<file path="config.mk">
export PLATFORM = sky130hd
export DESIGN_NAME = mac_dot_seq
export DESIGN_NICKNAME = d
export VERILOG_FILES = /design/src/rtl/mac_dot_seq.sv
export SDC_FILE = /design/constraint.sdc
export NUM_CORES = 1
export LEC_CHECK = 0
export CAP_MARGIN = 20
export CORE_ASPECT_RATIO = 0.7
export CORE_MARGIN = 5
export CORE_UTILIZATION = 31
export DETAILED_ROUTE_END_ITERATION = 16
export PLACE_DENSITY = 0.69
export RECOVER_POWER = 50
export SYNTH_ARGS = -nofsm -noshare
export SYNTH_HDL_FRONTEND = slang
export SYNTH_SLANG_ARGS = --single-unit
</file>
<file path="constraint.sdc">
create_clock -name clk -period 4.4 [get_ports clk]
set_input_delay 0.88 -clock clk [delete_from_list [all_inputs] [get_ports clk]]
set_output_delay 0.88 -clock clk [all_outputs]
set_load 0.05 [all_outputs]
</file>
<file path="src/rtl/mac_dot_seq.sv">
// mac_dot_seq
//   Operand sequencer for a 16-bit fixed-point MAC. A command (start + len)
//   clears the MAC, streams len operand pairs from two synchronous-read
//   RAMs into the MAC, feeds zeros while the MAC pipeline drains, then
//   captures mac_acc into result and pulses done for one cycle.
//
//   Optional feature: define MAC_DOT_SAT_FLAG_EN to add the sat_flag output,
//   which reports whether the captured accumulator sits at a saturation rail.
//
// Ports
//   clk, rst          clock; asynchronous active-low reset
//   start, len        command strobe (accepted only in IDLE) and pair count
//   busy, done        busy in CLEAR/FEED/DRAIN; one-cycle done pulse
//   result            captured accumulator, held until the next capture
//   mem_en, mem_addr  shared read port to the A and B operand RAMs
//   mem_a/b_rdata     RAM read data, valid the cycle after mem_en
//   mac_a, mac_b      registered operands to the MAC (zero when idle)
//   mac_rst_n         active-low MAC clear
//   mac_acc           MAC accumulator output
//   sat_flag          (MAC_DOT_SAT_FLAG_EN only) result is at +/- full scale
module mac_dot_seq #(
  parameter int ADDR_W  = 8,
  parameter int MAC_LAT = 4
) (
  input  logic              clk,
  input  logic              rst,
  input  logic              start,
  input  logic [ADDR_W:0]   len,
  output logic              busy,
  output logic              done,
  output logic [15:0]       result,
  output logic              mem_en,
  output logic [ADDR_W-1:0] mem_addr,
  input  logic [15:0]       mem_a_rdata,
  input  logic [15:0]       mem_b_rdata,
  output logic [15:0]       mac_a,
  output logic [15:0]       mac_b,
  output logic              mac_rst_n,
  input  logic [15:0]       mac_acc
`ifdef MAC_DOT_SAT_FLAG_EN
  ,
  output logic              sat_flag
`endif
);

  // Two extra drain cycles cover the RAM read and the operand register.
  localparam int DRAIN_CYC = MAC_LAT + 2;
  localparam int DRAIN_W   = $clog2(DRAIN_CYC + 1);

  localparam logic [ADDR_W:0]    CNT_ONE    = (ADDR_W + 1)'(1);
  localparam logic [DRAIN_W-1:0] DRAIN_ONE  = DRAIN_W'(1);
  localparam logic [DRAIN_W-1:0] DRAIN_LAST = DRAIN_W'(DRAIN_CYC - 1);

  typedef enum logic [2:0] {
    S_IDLE,
    S_CLEAR,
    S_FEED,
    S_DRAIN,
    S_DONE
  } state_t;

  state_t state_reg, state_next;

  // Address counter is one bit wider than mem_addr so len = 2^ADDR_W
  // reaches its last address without wrapping.
  logic [ADDR_W:0]    len_reg;
  logic [ADDR_W:0]    addr_reg;
  logic [DRAIN_W-1:0] drain_reg;
  logic               valid_reg;
  logic [15:0]        mac_a_reg;
  logic [15:0]        mac_b_reg;
  logic [15:0]        result_reg;
  logic               mac_clr;
  logic               feed_last;
  logic               drain_last;

  assign feed_last  = (addr_reg == len_reg - CNT_ONE);
  assign drain_last = (drain_reg == DRAIN_LAST);

  always_ff @(posedge clk or negedge rst) begin
    if (!rst) begin
      state_reg <= S_IDLE;
    end else begin
      state_reg <= state_next;
    end
  end

  always_comb begin
    state_next = state_reg;
    busy       = 1'b0;
    done       = 1'b0;
    mem_en     = 1'b0;
    mac_clr    = 1'b0;
    case (state_reg)
      S_IDLE: begin
        if (start) begin
          // An empty command skips the MAC entirely and reports zero.
          state_next = (len != '0) ? S_CLEAR : S_DONE;
        end
      end
      S_CLEAR: begin
        busy       = 1'b1;
        mac_clr    = 1'b1;
        state_next = S_FEED;
      end
      S_FEED: begin
        busy   = 1'b1;
        mem_en = 1'b1;
        if (feed_last) begin
          state_next = S_DRAIN;
        end
      end
      S_DRAIN: begin
        busy = 1'b1;
        if (drain_last) begin
          state_next = S_DONE;
        end
      end
      S_DONE: begin
        done       = 1'b1;
        state_next = S_IDLE;
      end
      default: begin
        state_next = S_IDLE;
      end
    endcase
  end

  always_ff @(posedge clk or negedge rst) begin
    if (!rst) begin
      len_reg    <= '0;
      addr_reg   <= '0;
      drain_reg  <= '0;
      valid_reg  <= 1'b0;
      mac_a_reg  <= '0;
      mac_b_reg  <= '0;
      result_reg <= '0;
`ifdef MAC_DOT_SAT_FLAG_EN
      sat_flag   <= 1'b0;
`endif
    end else begin
      // Read data is only meaningful the cycle after mem_en; otherwise zero
      // operands keep the accumulator still.
      valid_reg <= mem_en;
      mac_a_reg <= valid_reg ? mem_a_rdata : 16'h0000;
      mac_b_reg <= valid_reg ? mem_b_rdata : 16'h0000;

      case (state_reg)
        S_IDLE: begin
          if (start) begin
            len_reg <= len;
            if (len == '0) begin
              result_reg <= 16'h0000;
`ifdef MAC_DOT_SAT_FLAG_EN
              sat_flag   <= 1'b0;
`endif
            end
          end
        end
        S_CLEAR: begin
          addr_reg  <= '0;
          drain_reg <= '0;
        end
        S_FEED: begin
          addr_reg <= feed_last ? '0 : addr_reg + CNT_ONE;
        end
        S_DRAIN: begin
          drain_reg <= drain_reg + DRAIN_ONE;
          if (drain_last) begin
            result_reg <= mac_acc;
`ifdef MAC_DOT_SAT_FLAG_EN
            sat_flag   <= (mac_acc == 16'h7FFF) || (mac_acc == 16'h8001);
`endif
          end
        end
        default: begin
        end
      endcase
    end
  end

  assign mem_addr  = addr_reg[ADDR_W-1:0];
  assign mac_a     = mac_a_reg;
  assign mac_b     = mac_b_reg;
  assign result    = result_reg;
  // The MAC is held cleared while the sequencer itself is in reset.
  assign mac_rst_n = rst & ~mac_clr;

endmodule

</file>
Word level (Yosys, flattened, before mapping) --
Cells that the tools add are included.
Storage, ports and cells: bits in registers 73, input port bits 60, output and inout port bits 60, word-level logic and storage cells 51
Cells by class: $add $sub $neg 3, equal/unequal tests 10, mux-type cells 18, bitwise gates (word level) 2, reductions and logical operators 10
Operator list (count):
- two-way mux 16 bit | 5
- case mux 16 bit (2 select lines) | 1
- case mux 9 bit (2 select lines) | 1
- two-way mux 3 bit | 4
- case mux 3 bit (4 select lines) | 1
- adder 9 x 1 -> 9 bit, second input constant | 1
- equality test 9 bit | 1
- logical NOT 9 bit | 1
- two-way mux 9 bit | 1
- nonzero test 9 bit | 1
- subtractor 9 x 1 -> 9 bit, second input constant | 1
- != test 2 bit, second input constant | 4
- equality test 3 x 2 -> 1 bit, second input constant | 2
- equality test 3 bit, second input constant | 2
- case mux 3 bit (2 select lines) | 1
- nonzero test 2 bit | 3
- two-way mux 1 bit | 4
- AND reduction 4 bit | 1
- adder 3 x 1 -> 3 bit, second input constant | 1
- equality test 3 x 1 -> 1 bit, second input constant | 1
- logical NOT 3 bit | 1
- AND reduction 3 bit | 1
- OR reduction 3 bit | 1
- AND reduction 2 bit | 1
- other kinds (2) | 2

Depth between registers and ports, before layout --
depth in word-level cells 4, gate-level depth with buffers 9, mapped depth without buffers 8

Worst setup path before layout --
No wires, ideal clock.
path type register -> register, start point reg len_reg[0], end point reg addr_reg[2], library setup time 0.142 ns, arrival 2.352 ns, setup slack 1.906 ns, stages on the path, launching flop included 10, path buffers 1, clock period less this slack 2.494 ns, path through dfrtp_1 clkbuf_1 inv_1 ha_1 nand2b_1 or4_1 a2111oi_2 a211oi_4 o2111ai_1 o311ai_2
On the way: cells in the longest elaborated chain, start to end 4
RTL lines:
- start: declaration | RTL line 66 | logic [ADDR_W:0] len_reg;
- start signal: assignment | RTL line 151 | len_reg <= len;
- subtractor 9 x 1 -> 9 bit | RTL line 77 | assign feed_last = (addr_reg == len_reg - CNT_ONE);
- equality test 9 bit | RTL line 77
- two-way mux 9 bit | RTL line 165 | addr_reg <= feed_last ? '0 : addr_reg + CNT_ONE;
- case mux 9 bit (2 select lines) | RTL line 148 | case (state_reg)
- end signal: assignment | RTL line 165
- end: declaration | RTL line 67 | logic [ADDR_W:0] addr_reg;
Every way passes these cells. A chain may end at the register's enable or synchronous reset.

Worst setup path after layout --
start point reg state_reg[1], end point out mem_en
On the way: cells in the longest elaborated chain, start to end 2
RTL lines:
- start: declaration | RTL line 62 | state_t state_reg, state_next;
- start signal: assignment | RTL line 84 | state_reg <= state_next;
- equality test 3 x 2 -> 1 bit | RTL line 94 | case (state_reg)
- two-way mux 1 bit | RTL line 94
- end: declaration | RTL line 32 | output logic mem_en,
Every way passes these cells.

==> out/qor.yml <==
run_status:
  status: "complete, but fails checks"
  violations: "capacitance limit, slew limit"
clock_network:
  cts_root_buf: "clkbuf_16"
  path_clk_slew_ps: 60
  clockBufferDepth: 2
  clock_latency_ps: 330
  cts_buffers: 9
  cts-htree-levels: 3
  cts_setup_buffers: 0
  clock-sinks: 73
  hold_buffers: 0
  cts_tree: "yes"
  cts_resized: 0
timing:
  setup_violations: 0
  final.min_clock_period_ps: 3170
  finalCritPeriodShare_pct: 72.0
  tightest_slew_ps: 2300
  drv_slew: 44
  hold-worst-slack_ps: 488
  relSlewSlack_pct: -53.0
  hold_violations: 0
  setup-tns-final_ps: 0
  rsz0062_at_grt: "no"
  max_freq_ghz: 0.315
  fin_skew_ps: 4.59
routing:
  vias_per_cell: 4.70
  wl_per_cell_um: 15.3
  num_vias: 2526
  drt_iter0_markers: 126
  routed_wl_um: 8240
  firstDrtPassIters: 4
  ant_nets: 0
  drc: 0
worst_setup_path:
  start_kind: "register"
  rr_worst_depth: 8
  reg2reg_to: "addr_reg[4]"
  worstPathArrival_ps: 2290
  r2r_slack_ps: 1670
  crit_fanout: 11
  path_cells: "nand2_1 > inv_1 > clkdlybuf4s50_1"
  slowest_stage: "clkdlybuf4s50_1"
  r2r_start: "len_reg[0]"
  max_stage_delay_ps: 860
  crit_type: "register to output port"
  end_kind: "output port"
  required_ps: 3520
layout:
  final_common_cell: "clkdlybuf4s50_1"
  antenna_cells: 0
  layout_common_cells: "117 x clkdlybuf4s50_1, 73 x dfrtp_1, 27 x nand2_1, 19 x and2_0, 17 x a22o_1"
  syn2layout_area_growth_pct: 50.4
  drive_above_1_share_pct: 7.65
  fillers: 930
  layout.nets: 464
grt:
  antenna_found_initial: 0
  use_met3_pct: 5.64
  grt_pass1_vias: 2773
  grt_pass1_wl_um: 14000
  grt_max_degree: 44
  grt.busiest_layer: "met2"
  grt_usage_pct: 14.0
  globalRouteMet2Util_pct: 23.1
  grt_overflow: 0
  met1_usage_pct: 16.8
yosys:
  synth_area_leader_cell: "dfrtp_1"
  synth_nets: 353
  avgSynthCellArea_um2: 11.1
  ys_ff_latch: 73
  synth.distinct_cells: 45
  yosysSeqAreaShare_pct: 57.1
  yosysTopAreaCellShare_pct: 57.1
  ys_warn_count: 0
  ys_top_cells_by_area: "dfrtp_1 57%, and2_1 6.6%, a22o_1 4.7%, nand2_1 3.2%, xnor2_1 2.5%"
  synth_area_mm2: 0.00320
  syn_inst: 289
  ys.flop_type: "dfrtp_1"
  async_flop_share_pct: 100
  synth_edf_count: 0
die:
  initial_core_util_pct: 31.4
  die_w_um: 131
  core_mm2: 0.0102
  die_h_um: 95.0
  dieArea_mm2: 0.0125
  ioPinCount: 120
  row_count: 31
place:
  post-dp-hpwl_um: 6120
  io_buffers: 119
  gp_congestion: 0.806
pwr:
  p_int_mw: 2.11
  clkPwrFrac_pct: 22.9
  p_seq_share_pct: 31.0
  p_leak_nw: 2.00
  p_per_area_mw_per_mm2: 762
  p_sw_share_pct: 42.6
  ir_drop_uv: 422
  switchingPower_mw: 1.56
  power_frac_comb_pct: 46.1
run:
  cap_violations: 1
min_path:
  hold_path.class: "input pin to asynchronous set/reset pin"
-- power by group through the flow --
stage          clock (mW)  sequential, mW  combinational (mW)
2_1_floorplan           0            1.53               0.749
3_3_place_gp            0            1.14                1.67
3_5_place_dp            0            1.14                1.71
4_1_cts             0.863            1.14                1.71
5_1_grt             0.892            1.18                1.82
6_report            0.842            1.14                1.69
-- cell type report --
cell class,count,area (um^2),share of cell area [%]
tap,132,165,3.43
multi-input combinational,183,1220,25.4
inverter,11,41.3,0.857
sequential,73,1830,37.9
clock buffer,11,243,5.04
timing repair buffer,122,1210,25.2
clock inverter,5,103,2.13
-- routing by layer --
layer / wire length [um] / share of wire [%]
met1: 3540 / 43
met2: 3920 / 48
met3: 627 / 7.6
met4: 146 / 1.8
met5: 0 / 0
-- metrics by stage --
stage                     power (mW)  cell area, um^2  instances  setup WS, ps  util, %
after floorplan                 2.28             3200        289          1910        -
after detailed placement        2.85             4460        520          1260     43.7
final                           3.67             4820        537          1230     47.2
after global placement          2.80             4450        519          1250     43.7
after global routing            3.89             4820        537           754     47.2
after CTS                       3.72             4810        536          1210     47.1
-- how the worst max path moves through the flow --
stage | start | to | slack, ps
global placement | rst | mac_rst_n | 1250
floorplan | len_reg[0] | addr_reg[2] | 1910
CTS | state_reg[1] | mem_en | 1210
finish | state_reg[1] | mem_en | 1230
global route | rst | len_reg[7] | 750
detailed placement | rst | mac_rst_n | 1260
-- logic make-up after synthesis --
group / share of synthesized area, %
adders and majority gates: 1.56
DFF: 57.1
and+or+nand+nor: 18.4
buffers and inverters: 4.88
xor gates and xnor gates: 3.28
muxes: 1.76
AOI/OAI and AO/OA: 13.1
-- Yosys cell counts (2+ instances only) --
master     n
nand4_1    3
o221ai_1   2
xnor2_1    9
and2_1    34
nor3_1    11
a22o_1    17
o21ai_1    2
xor2_1     3
ha_1       4
buf_4      8
nand3b_1   2
nand2b_1   3
o211ai_1   5
nor4_1     3
mux2_2     5
o21ai_0   12
nor2_1    13
clkbuf_1  11
nand2_1   27
dfrtp_1   73
a211oi_1   2
nor2b_1    2
inv_1     11
nand3_1    6
-- worst max-delay path, delay by kind of cell, from the launching register on --
family / cells / cell delay (ps)
buffers and inverters: 2 / 1140
flip-flops: 1 / 580
AND/OR/NAND/NOR: 1 / 240
Note: power is estimated with default switching activity, not from simulation.
